===== config.mk =====
export PLATFORM = sky130hd
export DESIGN_NAME = rca_multiword_add_seq
export DESIGN_NICKNAME = d
export VERILOG_FILES = /design/src/rtl/rca_multiword_add_seq.sv
export SDC_FILE = /design/constraint.sdc
export NUM_CORES = 1
export LEC_CHECK = 0
export BUFFER_PORTS_ARGS = -buffer_cell sky130_fd_sc_hd__buf_4
export CELL_PAD_IN_SITES_DETAIL_PLACEMENT = 1
export CELL_PAD_IN_SITES_GLOBAL_PLACEMENT = 2
export CORE_UTILIZATION = 29
export CTS_CLUSTER_SIZE = 10
export DETAILED_ROUTE_END_ITERATION = 7
export HOLD_SLACK_MARGIN = 0.05
export PLACE_DENSITY_LB_ADDON = 0.12
export SYNTH_ARGS = -nofsm -noshare
export SYNTH_HDL_FRONTEND = slang
export SYNTH_SLANG_ARGS = --single-unit

===== constraint.sdc =====
create_clock -name clk -period 3.26 [get_ports clk]
set_input_delay 0.489 -clock clk [delete_from_list [all_inputs] [get_ports clk]]
set_output_delay 0.489 -clock clk [all_outputs]
set_load 0.05 [all_outputs]

===== src/rtl/rca_multiword_add_seq.sv =====


module rca_multiword_add_seq #(
    parameter  int NUM_WORDS = 4,
    localparam int IDX_W     = (NUM_WORDS > 1) ? $clog2(NUM_WORDS) : 1,
    localparam int W         = NUM_WORDS * 32
) (
    input  logic          clk,
    input  logic          rst_n,
    input  logic          in_valid,
    output logic          in_ready,
    input  logic [W-1:0]  in_a,
    input  logic [W-1:0]  in_b,
    input  logic          in_cin,
`ifdef RCA_SEQ_SUB_EN
    input  logic          op_sub,
`endif
    output logic          out_valid,
    input  logic          out_ready,
    output logic [W-1:0]  out_sum,
    output logic          out_cout,
    output logic          out_ovf,
    output logic          busy,
    output logic [31:0]   add_a,
    output logic [31:0]   add_b,
    output logic          add_c0,
    input  logic [31:0]   add_s,
    input  logic          add_cout
);
    typedef enum logic [1:0] {
        ST_IDLE = 2'd0,
        ST_RUN  = 2'd1,
        ST_DONE = 2'd2
    } state_t;

    state_t           state_q, state_d;
    logic [IDX_W-1:0] idx_q, idx_d;
    logic             carry_q, carry_d;
    logic [W-1:0]     a_q, a_d;
    logic [W-1:0]     b_q, b_d;
    logic [W-1:0]     sum_q, sum_d;
    logic             cout_q, cout_d;
    logic             ovf_q, ovf_d;
    logic             sub_s;
    logic             in_ready_s;

`ifdef RCA_SEQ_SUB_EN
    assign sub_s = op_sub;
`else
    assign sub_s = 1'b0;
`endif

    assign in_ready_s = (state_q == ST_IDLE) && rst_n;

    // State and datapath registers; synchronous active-low reset aborts any op in flight
    always_ff @(posedge clk) begin
        if (!rst_n) begin
            state_q <= ST_IDLE;
            idx_q   <= '0;
            carry_q <= 1'b0;
            a_q     <= '0;
            b_q     <= '0;
            sum_q   <= '0;
            cout_q  <= 1'b0;
            ovf_q   <= 1'b0;
        end else begin
            state_q <= state_d;
            idx_q   <= idx_d;
            carry_q <= carry_d;
            a_q     <= a_d;
            b_q     <= b_d;
            sum_q   <= sum_d;
            cout_q  <= cout_d;
            ovf_q   <= ovf_d;
        end
    end

    // Next-state logic and adder drive; the adder sees zeros whenever no word is in flight
    always_comb begin
        state_d = state_q;
        idx_d   = idx_q;
        carry_d = carry_q;
        a_d     = a_q;
        b_d     = b_q;
        sum_d   = sum_q;
        cout_d  = cout_q;
        ovf_d   = ovf_q;
        add_a   = 32'd0;
        add_b   = 32'd0;
        add_c0  = 1'b0;
        case (state_q)
            ST_IDLE: begin
                if (in_valid && in_ready_s) begin
                    a_d     = in_a;
                    b_d     = sub_s ? ~in_b : in_b;
                    carry_d = sub_s ? 1'b1 : in_cin;
                    idx_d   = '0;
                    state_d = ST_RUN;
                end else begin
                    state_d = ST_IDLE;
                end
            end
            ST_RUN: begin
                add_a   = a_q[{idx_q, 5'd0} +: 32];
                add_b   = b_q[{idx_q, 5'd0} +: 32];
                add_c0  = carry_q;
                sum_d[{idx_q, 5'd0} +: 32] = add_s;
                carry_d = add_cout;
                if (idx_q == IDX_W'(NUM_WORDS - 1)) begin
                    // Overflow uses the effective (possibly inverted) B sign bit
                    cout_d  = add_cout;
                    ovf_d   = (a_q[W-1] == b_q[W-1]) && (add_s[31] != a_q[W-1]);
                    state_d = ST_DONE;
                end else begin
                    idx_d = idx_q + IDX_W'(1);
                end
            end
            ST_DONE: begin
                if (out_ready) begin
                    state_d = ST_IDLE;
                end else begin
                    state_d = ST_DONE;
                end
            end
            default: begin
                state_d = ST_IDLE;
            end
        endcase
    end

    assign in_ready  = in_ready_s;
    assign out_valid = (state_q == ST_DONE);
    assign busy      = (state_q != ST_IDLE);
    assign out_sum   = sum_q;
    assign out_cout  = cout_q;
    assign out_ovf   = ovf_q;
endmodule


* Word-level counts from Yosys, hierarchy flattened
Index checks and enable logic that the tools add are counted.
** Storage, ports and cells
- Flip-flop bits (word level) :: 391
- Output and inout port bits :: 198
- Word-level logic and storage cells :: 45
** Cells by class
- Reduce and logical (&&, ||, !) cells :: 10
- Eq/ne operators :: 8
- Add/subtract/negate cells :: 2
- Multiplexer cells :: 13
- Shift-type cells :: 4
** Operator list (count)
- indexed part select 128 x 8 -> 32 bit :: 2
- bitwise mux 128 bit :: 1
- variable shift 32 x 9 -> 128 bit (first input constant) :: 1
- indexed part select 32 x 9 -> 128 bit :: 1
- 2-to-1 mux 32 bit :: 2
- negation 7 -> 9 bit :: 1
- 2-to-1 mux 2 bit :: 4
- case mux 2 bit (3 select lines) :: 1
- AND reduction 2 bit :: 3
- == test 2 bit (second input constant) :: 2
- != test 2 bit (second input constant) :: 2
- case mux 2 bit (2 select lines) :: 1
- nonzero test 2 bit :: 2
- logical AND 1 bit :: 3
- 2-to-1 mux 1 bit :: 3
- AND reduction 3 bit :: 1
- adder 2 x 1 -> 2 bit (second input constant) :: 1
- == test 2 x 1 -> 1 bit (second input constant) :: 1
- zero test 2 bit :: 1
- != test 2 x 1 -> 1 bit (second input constant) :: 1
- case mux 1 bit (2 select lines) :: 1
- == test 1 bit :: 1
- != test 1 bit :: 1

* Longest topological paths before layout
Gate-level depths: netlist of run 1.
- Depth in word-level cells :: 5
- Mapped depth :: 9
- Depth with buffers taken out :: 5

* Worst setup path before layout of run 1
Ideal clock, no wire load.
- Path kind :: register to output
- From :: register idx_q[1]
- To :: output port add_a[0]
- Stages on the path, launching flop included :: 5
- Setup slack :: 0.897 ns
- Arrival :: 1.874 ns
- Cell sequence :: dfxtp_1 -> buf_2 -> clkbuf_1 -> mux4_2 -> nor2b_1
** On the way
- Word-level cells in the longest chain between the ends :: 2
** Ends and longest elaborated chain
- from (decl) :: line 37 : logic [IDX_W-1:0] idx_q, idx_d;
- from (signal assigned) :: line 68 : idx_q <= idx_d;
- indexed part select 128 x 8 -> 32 bit :: line 104 : add_a = a_q[{idx_q, 5'd0} +: 32];
- 2-to-1 mux 32 bit :: line 91 : case (state_q)
- to (decl) :: line 24 : output logic [31:0] add_a,
No other way between the ends.

* Worst setup path in the final report of run 1
- From :: register state_q[0]
- To :: output port add_a[16]
** On the way
- Word-level cells in the longest chain between the ends :: 2
** Ends and longest elaborated chain
- from (decl) :: line 36 : state_t state_q, state_d;
- from (signal assigned) :: line 67 : state_q <= state_d;
- == test 2 x 1 -> 1 bit :: line 91
- 2-to-1 mux 32 bit :: line 91
No other way between the ends.

==> results of run 1 <==
-- layer usage --
| layer | global-route usage | routed length [um] | share of wire |
|---|---|---|---|
| met3 | 0.0682 | 4610 | 0.078 |
| met2 | 0.345 | 28100 | 0.48 |
| met4 | 0.0692 | 1520 | 0.026 |
| met1 | 0.255 | 24800 | 0.42 |
| met5 | 0 | 58 | 0.00098 |
-- through the flow --
step / area, um^2 / setup WS, ns
3_5_place_dp: 19800 / 0.793
4_1_cts: 21200 / 0.151
2_1_floorplan: 15600 / 0.897
5_1_grt: 21200 / 0.101
6_report: 21200 / 0.291
3_3_place_gp: 19800 / 0.818
-- final cells by class --
| type | count | area (um^2) |
|---|---|---|
| clock buffers | 69 | 1360 |
| well taps | 688 | 861 |
| fillers | 6223 | 31700 |
| flip-flops and latches | 391 | 7840 |
| repair buffers | 516 | 4000 |
| multi-input cells | 1257 | 7120 |
| inverters | 4 | 15.0 |
| clock inverters | 2 | 25.0 |
| diodes | 5 | 12.5 |
-- cell usage in the layout, fill, tap and decap left out, types with 2 or more instances in the layout --
cell type	synthesis	layout
a21oi_1	2	2
a32o_1	32	32
and3b_1	4	2
and3b_2	0	2
buf_12	0	9
buf_4	3	505
clkbuf_1	84	13
clkbuf_16	0	48
clkbuf_8	0	8
dfxtp_1	391	389
dfxtp_4	0	2
diode_2	0	5
ha_1	5	5
inv_1	3	3
mux4_2	64	64
nand2_1	708	708
nand3_1	256	256
nor2_1	5	5
nor2b_1	66	66
o21ai_0	3	3
o22ai_1	82	82
o22ai_2	14	14
or4_1	3	3
-- path summary, 6_finish.rpt --
check / from / to / slack (ns) / cells after the start
max: state_q[0]$_SDFFE_PN0P_ / add_a[16] / 0.29 / 4
min: in_b[55] / b_q[55]$_SDFFE_PN0P_ / 0.1 / 3
max reg2reg: idx_q[1]$_SDFFE_PN0P_ / out_sum[122]$_SDFFE_PN0P_ / 0.84 / 6
min reg2reg: a_q[99]$_SDFFE_PN0P_ / a_q[99]$_SDFFE_PN0P_ / 0.45 / 2
-- state kept, by name (all words and copies together), names as in the netlist --
register	count
a_q	128
b_q	128
carry_q	1
idx_q	2
out_cout	1
out_ovf	1
out_sum	128
state_q	2
-- kinds of logic (layout without fill, tap and decap cells) --
logic type / count (synthesis) / in the layout / share of synthesized area
AND/OR/NAND/NOR: 1050 / 1050 / 0.288
flip-flops: 391 / 391 / 0.500
buffers and inverters: 167 / 591 / 0.0467
AO/OA/AOI/OAI: 137 / 137 / 0.0681
multiplexers: 65 / 65 / 0.0928
adder cells (fa/ha/maj): 5 / 5 / 0.00400
other: 0 / 5 / 0
-- critical path, delay by kind of cell (launching register included) --
kind / cells / cell delay [ns]
buffers and inverters: 2 / 0.62
flip-flops: 1 / 0.58
AND/OR/NAND/NOR: 2 / 0.69
-- power breakdown --
part / leakage (uW) / switching, uW / internal, uW
combinational: 0.00564 / 757 / 612
sequential: 0.00320 / 145 / 5050
clock: 0.000676 / 2030 / 2840
total: 0.00952 / 2930 / 8510
==> flow_summary.ini, run 1 <==
[placement]
post-dp-hpwl_um = 40000
numPortBuffers = 491
gp_congestion = 0.788
dpl.cell_count = 2855

[drt]
drt_iter0_markers = 644
drc = 0
drt-vias-per-instance = 4.86
drt_wl_total_um = 59100
wl_per_cell_um = 20.1
drtAntennaViolNets = 0
vias = 14300
first_pass_iters = 5

[sta]
post-route-period-util = 0.911
final.min_clock_period_ns = 2.97
setup_tns_ns = 0
tightest_slew_ns = 1.40
hold_viol = 0
skew_ns = 0.0296
setup_viol = 0
rsz0062_at_grt = false
hold_slack_ns = 0.0952
timing.fmax_mhz = 337
slew_headroom = 0.0657
slew_viol_final = 0

[cts]
post-cts-setup-buffer-count = 0
cts_root_buf = clkbuf_16
tritoncts = done
ctsResizeCount = 0
clk_pin_slew_ns = 0.06
clock_latency_ns = 0.58
cts_htree_levels = 2
cts_buffers = 47
clk_path_buf_depth = 3
ctsHoldBuffers = 1
cts.sinks = 391

[pwr]
power.total_uw = 11400
power.density_mw_per_mm2 = 539
ir_drop_v = 0.000351
p_leak_uw = 0.00952

[logic_synthesis]
synth.distinct_cells = 35
yosysTopAreaCell = dfxtp_1
ys.flop_type = dfxtp_1
synth_most_common_cell = nand2_1
synth.yosys.warnings = 0
async_flop_share = 0
syn_area_mm2 = 0.0156
ys_ff_latch = 391
synth_edf_count = 0
syn-num-nets = 2114
synthCells = 1815
syn_avg_cell_area_um2 = 8.62
synth_area_leaders = dfxtp_1 (50%), nand2_1 (17%), mux4_2 (9.2%)
yosysSeqAreaShare = 0.500
synth_top_area_share = 0.500
synth_common_cells = nand2_1 (708), dfxtp_1 (391), nand3_1 (256)

[global_routing]
grt_pass1_wl_um = 87900
grt_max_degree = 199
grt_pass1_vias = 14600
grt_overflow = 0
antenna_found_initial = 7
gr-usage-all-layers = 0.209

[worst_setup_path]
worstPathRequired_ns = 2.77
arrival_ns = 2.48
worstPathMaxFanout = 48
critical_path_class = flip-flop to output port
cp-end-kind = output port
startpoint_type = flip-flop
crit_chain = nand2b_4, buf_4, nor2b_1, buf_4
critPathMaxStageDelay_ns = 0.58
cpMaxStageDelayCell = dfxtp_1
crit_top_cell = buf_4

[layout]
area_growth_pct = 35.7
drive_gt1_frac = 0.296
final_cells = 2932
final_core_utilization = 0.401
final_nets = 2516

[floorplanning]
rows = 84
initial_core_util = 0.295
coreArea_mm2 = 0.0530
die_area_mm2 = 0.0549
die_w_um = 234
ios = 492
die_h_um = 234

[flow_run]
cap_violations = 0

[hold_path]
hold_path_class = input port to flip-flop

[status]
outcome = completed
(Power assumes the default switching activity.)
==> inputs of run 2 (changes only) <==
- REMOVE_ABC_BUFFERS: unset -> 1
- clock period: 3.26 -> 3.4 ns (I/O delays scaled with it)
==> flow_summary.ini, run 2 (synthesis gave the netlist of run 1 again) <==
[status]
outcome = completed

[sta]
setup_tns_ns = 0
slew_headroom = 0.332
final.min_clock_period_ns = 2.98
tightest_slew_ns = 1.00
setup_viol = 0
timing.fmax_mhz = 336
post-route-period-util = 0.877
slew_viol_final = 0
skew_ns = 0.00964
layout_setup_ws_ns = 0.420
hold_viol = 0
rsz0062_at_grt = false

[worst_setup_path]
cp-end-kind = output port
startpoint_type = flip-flop
cpMaxStageDelayCell = dfxtp_4
worstPathRequired_ns = 2.89
crit_chain = buf_4, mux4_2, nor2b_1, buf_4
crit_top_cell = buf_4
r2r-start = idx_q[0]$_SDFFE_PN0P_
r2r_slack_ns = 1.05
r2r_end = out_sum[108]$_SDFFE_PN0P_
ff2ff_path_depth = 7
worstPathMaxFanout = 18
arrival_ns = 2.47
critical_path_class = flip-flop to output port
critPathMaxStageDelay_ns = 0.62

[cts]
cts_root_buf = clkbuf_16
ctsHoldBuffers = 0
post-cts-setup-buffer-count = 0
ctsResizeCount = 0
tritoncts = done
cts_buffers = 47
cts_htree_levels = 2
cts.sinks = 391
clk_path_buf_depth = 3
clk_pin_slew_ns = 0.05
clock_latency_ns = 0.57

[drt]
first_pass_iters = 4
drt_wl_total_um = 59100
vias = 14300
drt-vias-per-instance = 4.86
wl_per_cell_um = 20.1
drt_iter0_markers = 623
drtAntennaViolNets = 0
drc = 0

[global_routing]
gr-usage-all-layers = 0.211
grt_max_degree = 185
grt_pass1_vias = 14700
grt_pass1_wl_um = 88300
antenna_found_initial = 20
grt_overflow = 0

[pwr]
ir_drop_v = 0.000318
power.total_uw = 10900
p_leak_uw = 0.00952
power.density_mw_per_mm2 = 513

[placement]
place_ws_ns = 0.951
gp_congestion = 0.793
post-dp-hpwl_um = 39400
placed_area_mm2 = 0.0199
numPortBuffers = 491

[layout]
drive_gt1_frac = 0.295
final_cell_mix = nand2_1 (708), buf_4 (504), dfxtp_1 (389)
area_growth_pct = 35.8
final_nets = 2517
finish.instance_area_mm2 = 0.0213
final_common_cell = nand2_1
final_core_utilization = 0.401

[flow_run]
cap_violations = 0

[hold_path]
hold_path_class = input port to flip-flop
worstHoldStart = in_a[85]
hold_end = a_q[85]$_SDFFE_PN0P_
whs_path_depth = 3

[floorplanning]
coreArea_mm2 = 0.0530
rows = 84
die_area_mm2 = 0.0549
die_h_um = 234
initial_core_util = 0.295
die_w_um = 234
ios = 492
-- run 2: changes by cell type in the layout (fill, tap and decap cells not counted), moves of 2 or more --
cell / delta
diode_2: +7
clkbuf_1: +2
clkbuf_8: -4
clkinv_2: +2
buf_12: +3
-- run 2: power by group --
| part | internal (uW) | leakage (uW) | switching [uW] |
|---|---|---|---|
| sequential | 4840 | 0.00320 | 143 |
| clock | 2680 | 0.000658 | 1920 |
| combinational | 590 | 0.00566 | 726 |
| total | 8110 | 0.00952 | 2790 |
-- run 2: worst max-delay path, delay by kind of cell (launching register included) --
family	cells	cell delay, ns
multiplexers	1	0.52
AND/OR/NAND/NOR	1	0.15
buffers and inverters	2	0.59
flip-flops	1	0.62
-- run 2: worst max path at each step --
stage	from	slack (ns)	to
2_1_floorplan	in_valid	-4.23	idx_q[1]$_SDFFE_PN0P_
3_5_place_dp	idx_q[0]$_SDFFE_PN0P_	0.95	add_a[1]
4_1_cts	idx_q[0]$_SDFFE_PN0P_	0.32	add_a[1]
6_report	idx_q[0]$_SDFFE_PN0P_	0.42	add_a[1]
5_1_grt	idx_q[0]$_SDFFE_PN0P_	0.25	add_a[8]
3_3_place_gp	idx_q[0]$_SDFFE_PN0P_	0.96	add_a[1]
-- run 2: stage by stage --
step / hold slack [ns] / cells
floorplan: 0.431 / 1652
global placement: 0.438 / 2857
CTS: 0.0778 / 2927
global route: 0.105 / 2933
finish: 0.121 / 2939
detailed placement: 0.446 / 2857
-- run 2: routing by layer --
layer	vias to the layer above	part of all wire	wire, um	global-route usage
li1	6951	-	-	-
met1	6874	0.41	24200	0.251
met2	343	0.48	28300	0.350
met3	93	0.087	5130	0.0782
met4	20	0.022	1290	0.0670
met5	-	0.0023	135	0
-- run 2: final cells by class --
class,instances,area [um^2]
antenna,12,30.0
clock buffer,68,1340
clock inverter,2,10.0
fill,6132,31700
inverter,4,15.0
multi-input combinational,1257,7120
sequential,391,7840
tap,688,861
timing repair buffer,517,4040
==> inputs of run 3 (changes only) <==
- ABC_AREA: unset -> 0
- CORE_UTILIZATION: 29 -> 32
- clock period: 3.4 -> 3.5 ns (I/O delays scaled with it)
==> flow_summary.ini, run 3 (synthesis gave the netlist of run 1 again) <==
[status]
outcome = completed

[floorplanning]
coreArea_mm2 = 0.0479
die_h_um = 223
rows = 80
die_w_um = 223
initial_core_util = 0.326
die_area_mm2 = 0.0498
ios = 492

[placement]
post-dp-hpwl_um = 40600
dpl.cell_count = 2787
place_ws_ns = 0.966
numPortBuffers = 491
gp_congestion = 0.788

[sta]
layout_setup_ws_ns = 0.416
hold_viol = 0
setup_tns_ns = 0
setup_viol = 0
slew_viol_final = 0
timing.fmax_mhz = 324
skew_ns = 0.00761
final.min_clock_period_ns = 3.08
slew_headroom = 0.272
post-route-period-util = 0.881
rsz0062_at_grt = false
tightest_slew_ns = 1.09

[layout]
final_core_utilization = 0.442
area_growth_pct = 35.3
final_cells = 2862
drive_gt1_frac = 0.297
final_common_cell = nand2_1
final_cell_mix = nand2_1 (708), buf_4 (507), dfxtp_1 (389)
final_nets = 2520

[global_routing]
grt_max_degree = 161
grt_overflow = 0
gr-usage-all-layers = 0.230
grt_pass1_vias = 15100
antenna_found_initial = 14
grt_pass1_wl_um = 88900

[drt]
drt_wl_total_um = 58500
vias = 14500
drtAntennaViolNets = 0
drt-vias-per-instance = 5.05
first_pass_iters = 4
drc = 0
wl_per_cell_um = 20.4
drt_iter0_markers = 704

[worst_setup_path]
crit_top_cell = buf_4
r2r_slack_ns = 1.14
cp-end-kind = output port
critPathMaxStageDelay_ns = 0.55
crit_chain = buf_4, mux4_2, nor2b_1, buf_4
cpMaxStageDelayCell = mux4_2
critical_path_class = flip-flop to output port
worstPathRequired_ns = 2.97
worstPathMaxFanout = 18
arrival_ns = 2.56
startpoint_type = flip-flop

[hold_path]
hold_path_class = input port to flip-flop

[pwr]
p_leak_uw = 0.00955
switchingPower_uw = 2700
ir_drop_v = 0.000265
seqPwrFrac = 0.458
pwr-share-clk = 0.422
internal-power_uw = 7890
power.share.combinational = 0.120
power.density_mw_per_mm2 = 500
p_sw_frac = 0.255

[cts]
tritoncts = done
post-cts-setup-buffer-count = 0
ctsHoldBuffers = 0
clock_latency_ns = 0.57
clk_path_buf_depth = 3
cts.sinks = 391
cts_buffers = 47
clk_pin_slew_ns = 0.06
cts_htree_levels = 2
ctsResizeCount = 0
cts_root_buf = clkbuf_16

[flow_run]
cap_violations = 0
==> run 3: cell types whose count changed in the layout (fill, tap and decap cells not counted) <==
cell,previous run,this run
clkbuf_1,15,10
diode_2,12,8
buf_4,504,507
clkbuf_8,4,5
clkinv_2,2,3
==> run 3: per-stage QoR <==
step                hold WS, ns  total power, uW  cell area (um^2)
CTS                      0.0950            10800             21200
global placement          0.438             6200             19800
finish                    0.133            10600             21200
detailed placement        0.446             6240             19800
floorplan                 0.431             5580             14900
global route              0.114            11000             21200
==> run 3: critical path, delay by kind of cell (launching register included) <==
kind	cells	cell delay (ns)
buf+inv	2	0.70
mux	1	0.55
flops	1	0.54
simple gates	1	0.17
==> run 3: power by group through the flow <==
stage / Sequential, uW / Combinational, uW / Clock (uW)
after floorplan: 4980 / 597 / 0
after global placement: 4940 / 1270 / 0
after detailed placement: 4940 / 1290 / 0
after CTS: 4850 / 1300 / 4610
after global routing: 4880 / 1390 / 4770
final: 4850 / 1280 / 4470
==> run 3: per-layer routing <==
| layer | share of wire | vias to the layer above | track usage |
|---|---|---|---|
| met3 | 0.087 | 109 | 0.0822 |
| met5 | 0.0017 | - | 0 |
| met4 | 0.029 | 14 | 0.0863 |
| met2 | 0.48 | 381 | 0.381 |
| li1 | - | 6929 | - |
| met1 | 0.41 | 7024 | 0.272 |
==> run 3: cell type report <==
| cell class | instances | area (um^2) |
|---|---|---|
| clock inverter | 3 | 15.0 |
| inverter | 4 | 15.0 |
| antenna | 8 | 20.0 |
| timing repair buffer | 520 | 4060 |
| fill | 5624 | 26800 |
| tap | 615 | 769 |
| sequential | 391 | 7840 |
| multi-input combinational | 1257 | 7120 |
| clock buffer | 64 | 1330 |
==> run 3: worst paths after layout <==
path	start	end	cells past startpoint
max reg2reg	idx_q[0]$_SDFFE_PN0P_	out_sum[32]$_SDFFE_PN0P_	6
min reg2reg	a_q[124]$_SDFFE_PN0P_	a_q[124]$_SDFFE_PN0P_	2
min	in_a[32]	a_q[32]$_SDFFE_PN0P_	3
max	idx_q[0]$_SDFFE_PN0P_	add_a[13]	4
